`src/rtl/noc_mem_server.sv`:
```
// NoC memory node: serves filter/ifmap read packets, collects result packets, reads results back.
// Optional feature macro RESULT_ACCUM_EN: result writes accumulate (saturating) over ACC_PASSES passes.
module noc_mem_server #(
  parameter int NODE_W     = 4,
  parameter int DATA_W     = 8,
  parameter int ADDR_W     = 8,
  parameter int FILTER_NUM = 5,
  parameter int IFMAP_NUM  = 7,
  parameter int DEPTH_R    = 3,
  parameter int WIDTH_R    = 3,
  parameter int ACC_PASSES = 1,
  parameter int PKT_W      = 2 + 2*NODE_W + DATA_W
) (
  input  logic              clk,
  input  logic              rst_n,
  input  logic [NODE_W-1:0] node_index,
  input  logic              start,
  input  logic              load_valid,
  output logic              load_ready,
  input  logic              load_sel,
  input  logic [ADDR_W-1:0] load_addr,
  input  logic [DATA_W-1:0] load_data,
  input  logic              pkt_in_valid,
  output logic              pkt_in_ready,
  input  logic [PKT_W-1:0]  pkt_in_data,
  output logic              pkt_out_valid,
  input  logic              pkt_out_ready,
  output logic [PKT_W-1:0]  pkt_out_data,
  input  logic              rd_req_valid,
  input  logic [ADDR_W-1:0] rd_req_addr,
  output logic              rd_resp_valid,
  output logic [DATA_W-1:0] rd_resp_data,
  output logic              done,
  output logic [7:0]        err_cnt
);

  localparam int FILTER_WORDS = FILTER_NUM * FILTER_NUM;
  localparam int IFMAP_WORDS  = IFMAP_NUM * IFMAP_NUM;
  localparam int RESULT_NUM   = DEPTH_R * WIDTH_R;
  localparam int FI_W         = $clog2(FILTER_WORDS);
  localparam int II_W         = $clog2(IFMAP_WORDS);
  localparam int RI_W         = $clog2(RESULT_NUM);
  localparam int RP_W         = $clog2(RESULT_NUM + 1);
  localparam logic [1:0] T_RES = 2'b00;
  localparam logic [1:0] T_IFM = 2'b01;
  localparam logic [1:0] T_FLT = 2'b10;
  localparam logic [1:0] T_ILL = 2'b11;

  typedef enum logic [1:0] {LOAD = 2'd0, SERVE = 2'd1, DONE = 2'd2} state_t;

  state_t            state_r, state_s;
  logic [DATA_W-1:0] filter_mem [FILTER_WORDS];
  logic [DATA_W-1:0] ifmap_mem  [IFMAP_WORDS];
  logic [DATA_W-1:0] result_mem [RESULT_NUM];
  logic              filter_loaded_r, ifmap_loaded_r;
  logic [RP_W-1:0]   res_ptr_r;
  logic [RI_W-1:0]   res_idx_s;
  logic [1:0]        pkt_type_s;
  logic [NODE_W-1:0] pkt_src_s;
  logic [DATA_W-1:0] pkt_payload_s;
  logic [DATA_W-1:0] rd_word_s;
  logic              in_fire_s, rd_pkt_s, rd_fire_s, rd_in_range_s, res_fire_s, ill_fire_s;
  logic              load_fire_s, load_ok_s, load_err_s, pkt_err_s, last_write_s, clear_s;
  logic [1:0]        err_inc_s;
  logic              unused_fields;

`ifdef RESULT_ACCUM_EN
  localparam int PC_W = $clog2(ACC_PASSES + 1);
  logic [PC_W-1:0] pass_cnt_r;
  logic            ptr_wrap_s;

  function automatic logic [DATA_W-1:0] sat_add(input logic [DATA_W-1:0] a, input logic [DATA_W-1:0] b);
    logic [DATA_W:0] sum;
    sum = {1'b0, a} + {1'b0, b};
    return sum[DATA_W] ? {DATA_W{1'b1}} : sum[DATA_W-1:0];
  endfunction
`endif

  function automatic logic [7:0] sat_err(input logic [7:0] cnt, input logic [1:0] inc);
    logic [8:0] sum;
    sum = {1'b0, cnt} + {7'd0, inc};
    return sum[8] ? 8'hFF : sum[7:0];
  endfunction

  assign pkt_type_s    = pkt_in_data[PKT_W-1 -: 2];
  assign pkt_src_s     = pkt_in_data[PKT_W-3 -: NODE_W];
  assign pkt_payload_s = pkt_in_data[DATA_W-1:0];
  assign res_idx_s     = res_ptr_r[RI_W-1:0];
  // The destination field is not checked: the NoC delivers only packets addressed to this node.
  assign unused_fields = ^{pkt_in_data[DATA_W +: NODE_W], 1'(ACC_PASSES != 0)};
  assign pkt_in_ready  = (state_r == SERVE) && (!pkt_out_valid || pkt_out_ready);

  // Ingress decode, range checks, error sources and next-state logic.
  always_comb begin
    rd_word_s     = '0;
    rd_in_range_s = 1'b0;
    rd_pkt_s      = 1'b0;
    in_fire_s     = pkt_in_valid && pkt_in_ready;
    case (pkt_type_s)
      T_IFM: begin
        rd_pkt_s      = 1'b1;
        rd_in_range_s = pkt_payload_s < DATA_W'(IFMAP_WORDS);
        if (rd_in_range_s) rd_word_s = ifmap_mem[pkt_payload_s[II_W-1:0]];
        else               rd_word_s = '0;
      end
      T_FLT: begin
        rd_pkt_s      = 1'b1;
        rd_in_range_s = pkt_payload_s < DATA_W'(FILTER_WORDS);
        if (rd_in_range_s) rd_word_s = filter_mem[pkt_payload_s[FI_W-1:0]];
        else               rd_word_s = '0;
      end
      default: begin
        rd_pkt_s = 1'b0;
      end
    endcase
    rd_fire_s   = in_fire_s && rd_pkt_s;
    res_fire_s  = in_fire_s && (pkt_type_s == T_RES);
    ill_fire_s  = in_fire_s && (pkt_type_s == T_ILL);
    load_fire_s = load_valid && load_ready;
    if (load_sel) load_ok_s = load_addr < ADDR_W'(IFMAP_WORDS);
    else          load_ok_s = load_addr < ADDR_W'(FILTER_WORDS);
    load_err_s = load_fire_s && !load_ok_s;
    pkt_err_s  = (rd_fire_s && !rd_in_range_s) || ill_fire_s;
    err_inc_s  = {1'b0, load_err_s} + {1'b0, pkt_err_s};
`ifdef RESULT_ACCUM_EN
    ptr_wrap_s   = res_ptr_r == RP_W'(RESULT_NUM - 1);
    last_write_s = res_fire_s && !start && ptr_wrap_s && (pass_cnt_r == PC_W'(ACC_PASSES - 1));
`else
    last_write_s = res_fire_s && !start && (res_ptr_r == RP_W'(RESULT_NUM - 1));
`endif
    clear_s = start && (state_r != LOAD);
    state_s = state_r;
    case (state_r)
      LOAD:    if (filter_loaded_r && ifmap_loaded_r) state_s = SERVE; else state_s = LOAD;
      SERVE:   if (last_write_s) state_s = DONE; else state_s = SERVE;
      DONE:    if (start) state_s = SERVE; else state_s = DONE;
      default: state_s = LOAD;
    endcase
  end

  // State register, done level, preload handshake, loaded flags and error counter.
  always_ff @(posedge clk) begin
    if (!rst_n) begin
      state_r         <= LOAD;
      done            <= 1'b0;
      load_ready      <= 1'b0;
      err_cnt         <= 8'd0;
      filter_loaded_r <= 1'b0;
      ifmap_loaded_r  <= 1'b0;
    end else begin
      state_r    <= state_s;
      done       <= (state_s == DONE);
      load_ready <= 1'b1;
      err_cnt    <= sat_err(err_cnt, err_inc_s);
      if (load_fire_s && !load_sel && (load_addr == ADDR_W'(FILTER_WORDS - 1))) filter_loaded_r <= 1'b1;
      if (load_fire_s && load_sel && (load_addr == ADDR_W'(IFMAP_WORDS - 1))) ifmap_loaded_r <= 1'b1;
    end
  end

  // Filter/ifmap storage keeps its contents across reset.
  always_ff @(posedge clk) begin
    if (load_fire_s && load_ok_s) begin
      if (load_sel) ifmap_mem[load_addr[II_W-1:0]] <= load_data;
      else          filter_mem[load_addr[FI_W-1:0]] <= load_data;
    end
  end

  // Egress response register, held until the NoC takes it.
  always_ff @(posedge clk) begin
    if (!rst_n) begin
      pkt_out_valid <= 1'b0;
      pkt_out_data  <= '0;
    end else if (rd_fire_s) begin
      pkt_out_valid <= 1'b1;
      pkt_out_data  <= {pkt_type_s, node_index, pkt_src_s, rd_word_s};
    end else if (pkt_out_ready) begin
      pkt_out_valid <= 1'b0;
    end
  end

  // Result collection and readback; start outside LOAD wipes the result buffer.
  always_ff @(posedge clk) begin
    if (!rst_n) begin
      for (int i = 0; i < RESULT_NUM; i++) result_mem[i] <= '0;
      res_ptr_r     <= '0;
`ifdef RESULT_ACCUM_EN
      pass_cnt_r    <= '0;
`endif
      rd_resp_valid <= 1'b0;
      rd_resp_data  <= '0;
    end else begin
      rd_resp_valid <= rd_req_valid;
      if (rd_req_addr < ADDR_W'(RESULT_NUM)) rd_resp_data <= result_mem[rd_req_addr[RI_W-1:0]];
      else                                    rd_resp_data <= '0;
      if (clear_s) begin
        for (int i = 0; i < RESULT_NUM; i++) result_mem[i] <= '0;
        res_ptr_r  <= '0;
`ifdef RESULT_ACCUM_EN
        pass_cnt_r <= '0;
`endif
      end else if (res_fire_s) begin
`ifdef RESULT_ACCUM_EN
        result_mem[res_idx_s] <= sat_add(result_mem[res_idx_s], pkt_payload_s);
        if (ptr_wrap_s) begin
          res_ptr_r  <= '0;
          pass_cnt_r <= pass_cnt_r + PC_W'(1'b1);
        end else begin
          res_ptr_r <= res_ptr_r + RP_W'(1'b1);
        end
`else
        result_mem[res_idx_s] <= pkt_payload_s;
        res_ptr_r             <= res_ptr_r + RP_W'(1'b1);
`endif
      end
    end
  end

endmodule

```
`config.mk`:
```
export PLATFORM = sky130hd
export DESIGN_NAME = noc_mem_server
export DESIGN_NICKNAME = d
export VERILOG_FILES = /design/src/rtl/noc_mem_server.sv
export SDC_FILE = /design/constraint.sdc
export NUM_CORES = 1
export LEC_CHECK = 0
export ABC_AREA = 1
export CORE_MARGIN = 10
export CORE_UTILIZATION = 60
export DETAILED_ROUTE_END_ITERATION = 10
export DONT_BUFFER_PORTS = 1
export PLACE_DENSITY = 0.76
export SYNTH_ARGS = -nofsm -noshare
export SYNTH_HDL_FRONTEND = slang
export SYNTH_SLANG_ARGS = --single-unit
```
`constraint.sdc`:
```
create_clock -name clk -period 4.25 [get_ports clk]
set_input_delay 0.85 -clock clk [delete_from_list [all_inputs] [get_ports clk]]
set_output_delay 0.85 -clock clk [all_outputs]
set_load 0.05 [all_outputs]
```
Word-level counts from Yosys, hierarchy flattened
Memory sizes are Yosys's and may differ from the RTL's. A register that Yosys moved wholly into a read port is not among the register bits. Cells that the tools add are included.

Register bits after elaboration: 38. Memories kept: 3. Logic and storage cells: 113. Input bits: 54. Output and inout bits: 39. RAM bits: 664.

Add/sub/neg operators: 3. Mux-type cells: 40. Order comparisons: 5. Equality and inequality tests: 9. Bitwise gates (word level): 10. Reductions and logical operators: 33.

Memory list: ifmap_mem (words 49, width 8, rd ports 1, clocked after memory_dff 0, wr ports 1, line 53) `logic [DATA_W-1:0] ifmap_mem [IFMAP_WORDS];`; filter_mem (words 25, width 8, rd ports 1, clocked after memory_dff 0, wr ports 1, line 52) `logic [DATA_W-1:0] filter_mem [FILTER_WORDS];`; result_mem (words 9, width 8, rd ports 1, clocked after memory_dff 1, wr ports 9, line 54) `logic [DATA_W-1:0] result_mem [RESULT_NUM];`.

Operators by type and width (number): $mux 8 (13); $mux 1 (21); $logic_and 1x1->1 (17); $lt 8x5->1 const B (2); $lt 8x6->1 const B (2); $pmux 8 s2 (1); $add 8x2->9 (1); $or 1x1->1 (9); $eq 2x2->1 const B (4); $eq 8x5->1 const B (1); $eq 8x6->1 const B (1); $lt 8x4->1 const B (1); $reduce_or 8->1 (1); $logic_not 1->1 (6); $pmux 2 s3 (1); $add 4x1->4 const B (1); $eq 2x1->1 const B (2); $eq 4x4->1 const B (1); $logic_not 2->1 (2); $mux 2 (2); $mux 4 (1); $reduce_bool 2->1 (2); $reduce_or 2->1 (2); $add 1x1->2 (1); 4 further kinds (5).

Longest topological paths before layout
Word-level depth: 11. Gate-level depth with buffers: 18.

Worst setup path before layout
Ideal clock, no wire load.

Path type: input to register. Start: input port pkt_in_data[0]. End: register err_cnt[5]. Path slack: 0.923 ns. Setup time: 0.115 ns. Arrival: 3.212 ns. Path buffers: 5. Stages on the path: 18. Path through: buf_6 > clkinv_2 > buf_6 > buf_6 > buf_6 > buf_6 > nand4_1 > a21oi_4 > o21ai_0 > fa_1 > ha_1 > nand3_1 > nand3b_1 > inv_1 > nand2_1 > nor2_1 > o21ai_0 > inv_1.

Longest elaborated chain between the ends: 8. Elaborated cells between the ends (all ways): 9.

Ends and longest elaborated chain: start, declared (line 25) `input logic [PKT_W-1:0] pkt_in_data,`; $lt 8x5->1 or $lt 8x6->1 (tied branches) (line 108, 102); $pmux 1 s2 (*) (line 99) `case (pkt_type_s)`; $logic_not 1->1 (*) (line 123) `pkt_err_s = (rd_fire_s && !rd_in_range_s) || ill_fire_s;`; $logic_and 1x1->1 (*) (line 123); $logic_or 1x1->1 (*) (line 123); $add 1x1->2 (*) (line 124) `err_inc_s = {1'b0, load_err_s} + {1'b0, pkt_err_s};`; $add 8x2->9 (*) (line 81) `sum = {1'b0, cnt} + {7'd0, inc};`; $mux 8 (*) (line 82) `return sum[8] ? 8'hFF : sum[7:0];`; end signal, assigned (line 154) `err_cnt <= sat_err(err_cnt, err_inc_s);`; end, declared (line 34) `output logic [7:0] err_cnt`.

Every way passes the cells marked *; elsewhere a longest branch is shown, timed or not. A chain may end at the register's enable or synchronous reset.

Worst setup path after layout
Start: register pkt_out_valid. End: register err_cnt[5].

Longest elaborated chain between the ends: 10. Elaborated cells between the ends (all ways): 11.

Ends and longest elaborated chain: start, declared (line 26) `output logic pkt_out_valid,`; start signal, assigned (line 171) `pkt_out_valid <= 1'b0;`; start signal, assigned (line 174) `pkt_out_valid <= 1'b1;`; start signal, assigned (line 177) `pkt_out_valid <= 1'b0;`; $logic_not 1->1 (*) (line 91) `assign pkt_in_ready = (state_r == SERVE) && (!pkt_out_valid || pkt_out_ready);`; $logic_or 1x1->1 (*) (line 91); $logic_and 1x1->1 (*) (line 91); $logic_and 1x1->1 (*) (line 98) `in_fire_s = pkt_in_valid && pkt_in_ready;`; $logic_and 1x1->1 (line 116) `rd_fire_s = in_fire_s && rd_pkt_s;`; $logic_and 1x1->1 (line 123); $logic_or 1x1->1 (*) (line 123); $add 1x1->2 (*) (line 124); $add 8x2->9 (*) (line 81); $mux 8 (*) (line 82).

Marked as above.

==> impl_metrics.py <==
metrics = {
    "synth": {
        "synth_top_family_by_area": "simple AND/OR/NAND/NOR gates",
        "synth.avg_cell_area_um2": 11.26,
        "syn_nets": 2674,
        "muxShareOfSynthArea_pct": 0,
        "synth_compound_area_share_pct": 4.797,
        "netlist_area_mm2": 0.02940,
        "synth-xor-area-share_pct": 0.1192,
        "ys_dominant_reg_cell": "edfxtp_1",
        "ys.warnings.count": 0,
        "synthAdderAreaFrac_pct": 0.4511,
        "async_flop_share_pct": 0,
        "synthCells": 2610,
        "ys_types": 40,
        "yosys.area_share.simple_pct": 19.92,
        "ys_seq_area_share_pct": 70.96,
        "synth_seq_cells": 710,
        "synth_edf_count": 664,
    },
    "setup_path": {
        "regToRegSetupSlack_ns": 1.11,
        "required_ns": 4.75,
        "critPathMaxFanout": 9,
        "worst_r2r_startpoint": "pkt_out_valid",
        "cp-end-kind": "register",
        "r2r_cells": 17,
        "arrival_ns": 3.64,
        "r2r-end": "err_cnt[5]",
        "cp-start-kind": "register",
        "path_class": "reg -> reg",
    },
    "timing": {
        "max-slew-margin-rel_pct": 32.04,
        "rsz0062_at_grt": "false",
        "fin_ws_ns": 1.111,
        "fmax_mhz": 318.6,
        "post-route-period-util_pct": 73.85,
        "setup-tns-final_ns": 0,
        "finalSetupViolCount": 0,
        "finClkSkew_ns": 0.02548,
        "tightest_slew_ns": 1.019,
        "fin_hold_ws_ns": 0.2725,
        "min_period_ns": 3.139,
        "drv_slew": 0,
        "finalHoldViolCount": 0,
    },
    "global_route": {
        "grt.total_usage_pct": 23.94,
        "grt_overflow": 0,
        "grt_max_degree": 298,
        "antenna_found_initial": 1,
        "grt_pass1_vias": 18950,
        "grt_first_pass_wirelength_mm": 106.1,
    },
    "final_layout": {
        "n_antenna_cell": 0,
        "final_nets": 2628,
        "stdcell_area_mm2": 0.03182,
        "drive_gt1_share_pct": 5.844,
        "fin_cells": 3240,
        "utilization_pct": 65.41,
        "syn2layout_area_growth_pct": 8.231,
    },
    "drt": {
        "initialDrtViolationCount": 2896,
        "antenna_left": 0,
        "firstDrtPassIters": 7,
        "drc": 0,
        "via_per_inst": 6.058,
        "wl_mm": 69.91,
        "dr_total_vias": 19630,
        "wl_per_cell_um": 21.58,
    },
    "floorplan": {
        "start_util_pct": 60.43,
        "ioPinCount": 93,
        "core_area_mm2": 0.04865,
        "die_w_um": 241.4,
        "dieHeight_um": 241.4,
        "rows": 81,
        "dieArea_mm2": 0.05825,
    },
    "power": {
        "peakVddDrop_v": 0.0004434,
        "power_mw": 14.13,
        "powerDensity_mw_per_mm2": 444.1,
        "p_leak_nw": 11.25,
    },
    "run_status": {
        "outcome": "completed",
    },
    "clocking": {
        "cts_root_buf": "clkbuf_16",
        "numClockSinks": 710,
        "cts.path.max_buffers": 3,
        "postCtsHoldBufs": 0,
        "cts_tree": "done",
        "path_clk_slew_ns": 0.06,
        "cts_resized": 0,
        "insertion_delay_ns": 0.61,
        "cts_made_buffers": 70,
        "htree_levels": 3,
        "cts_setup_buffers": 0,
    },
    "worst_hold_path": {
        "hold_start": "rst_n",
        "hold_depth": 0,
        "holdPathEnd": "load_ready",
        "hp-class": "in -> reg",
    },
    "run": {
        "maxCapViolCount": 0,
    },
    "placed_design": {
        "dp_slack_ns": 0.7368,
        "io_buffers": 0,
        "placed_area_mm2": 0.02964,
        "place.gp.congestion": 0.9266,
        "dpl.hpwl_mm": 40.36,
        "dp.cells": 3114,
    },
}
==> flip-flops by register name (all words and copies together) (netlist names), 2 cells and up <==
| name | count |
|---|---|
| pkt_out_data | 18 |
| state_r | 2 |
| res_idx_s | 4 |
| filter_mem | 200 |
| ifmap_mem | 392 |
| result_mem | 72 |
| err_cnt | 8 |
| rd_resp_data | 8 |
==> cells in the mapped netlist (12+ instances only) <==
master	instances	area, um2
buf_6	15	168.9
buf_1	24	90.09
buf_4	12	90.09
nor3_1	19	95.09
edfxtp_1	664	19940
dfxtp_1	46	920.9
nand3_1	389	1947
nor2_1	344	1291
buf_2	50	250.2
o211ai_1	39	292.8
a21oi_1	76	380.4
o21ai_0	120	600.6
inv_1	68	255.2
clkbuf_1	49	183.9
nand2_1	618	2320
==> report_power, final <==
part           switching (mW)  internal, mW  leakage, nW
sequential             0.0190          7.66         6.43
combinational           0.385         0.165         3.74
clock                    2.56          3.35         1.07
==> layout make-up <==
| type | count | area (um2) |
|---|---|---|
| clock buffers | 93 | 1941 |
| repair buffers | 33 | 260.3 |
| flip-flops and latches | 710 | 20860 |
| well taps | 622 | 778.2 |
| multi-input cells | 1669 | 7433 |
| clock inverters | 33 | 236.5 |
| inverters | 80 | 309.0 |
| fillers | 3471 | 16830 |
==> worst max-delay path by stage <==
stage | start | end | depth (start not counted)
2_1_floorplan | pkt_in_data[0] | err_cnt[5] | 18
3_3_place_gp | load_addr[7] | err_cnt[3] | 15
3_5_place_dp | load_addr[7] | err_cnt[3] | 15
4_1_cts | pkt_out_valid | err_cnt[5] | 17
5_1_grt | pkt_out_valid | err_cnt[5] | 17
6_report | pkt_out_valid | err_cnt[5] | 17
==> logic make-up after synthesis <==
logic type                 count (synthesis)
DFF                                      710
adders and majority gates                 10
buffers and inverters                    231
xor gates and xnor gates                   4
and+or+nand+nor                         1400
AOI/OAI and AO/OA                        255
==> critical path, stage by stage, from the launching register on <==
cell      delay [ns]
dfxtp_1         0.64
inv_1           0.09
nor2_1          0.13
inv_1           0.06
and3_1          0.17
nand2_1         0.08
inv_1           0.06
o21ai_2         0.17
o21ai_0         0.26
fa_1            0.46
ha_1            0.22
nand3_1         0.12
nand3b_1        0.12
inv_1           0.08
nand2_1         0.06
nor2_1          0.08
o21ai_0         0.16
inv_1           0.06
==> routing by layer <==
metal	track usage [%]	vias up	part of all wire, %
met5	0	-	0
met4	10.69	0	3.6
li1	-	9033	-
met3	5.073	151	9.1
met1	30.35	9460	38
met2	39.29	983	49
==> placed cells by master (no fill, tap or decap), types with 14 or more instances in the layout <==
| cell type | synthesis | final |
|---|---|---|
| clkbuf_16 | 0 | 72 |
| o21ai_0 | 120 | 120 |
| dfxtp_1 | 46 | 46 |
| nand3_1 | 389 | 389 |
| inv_1 | 68 | 68 |
| a21oi_1 | 76 | 76 |
| o211ai_1 | 39 | 39 |
| nor3_1 | 19 | 19 |
| clkinv_2 | 1 | 15 |
| nand2_1 | 618 | 618 |
| clkinv_1 | 5 | 14 |
| clkbuf_1 | 49 | 15 |
| nor2_1 | 344 | 344 |
| buf_4 | 12 | 32 |
| edfxtp_1 | 664 | 664 |
(Power assumes the default switching activity.)
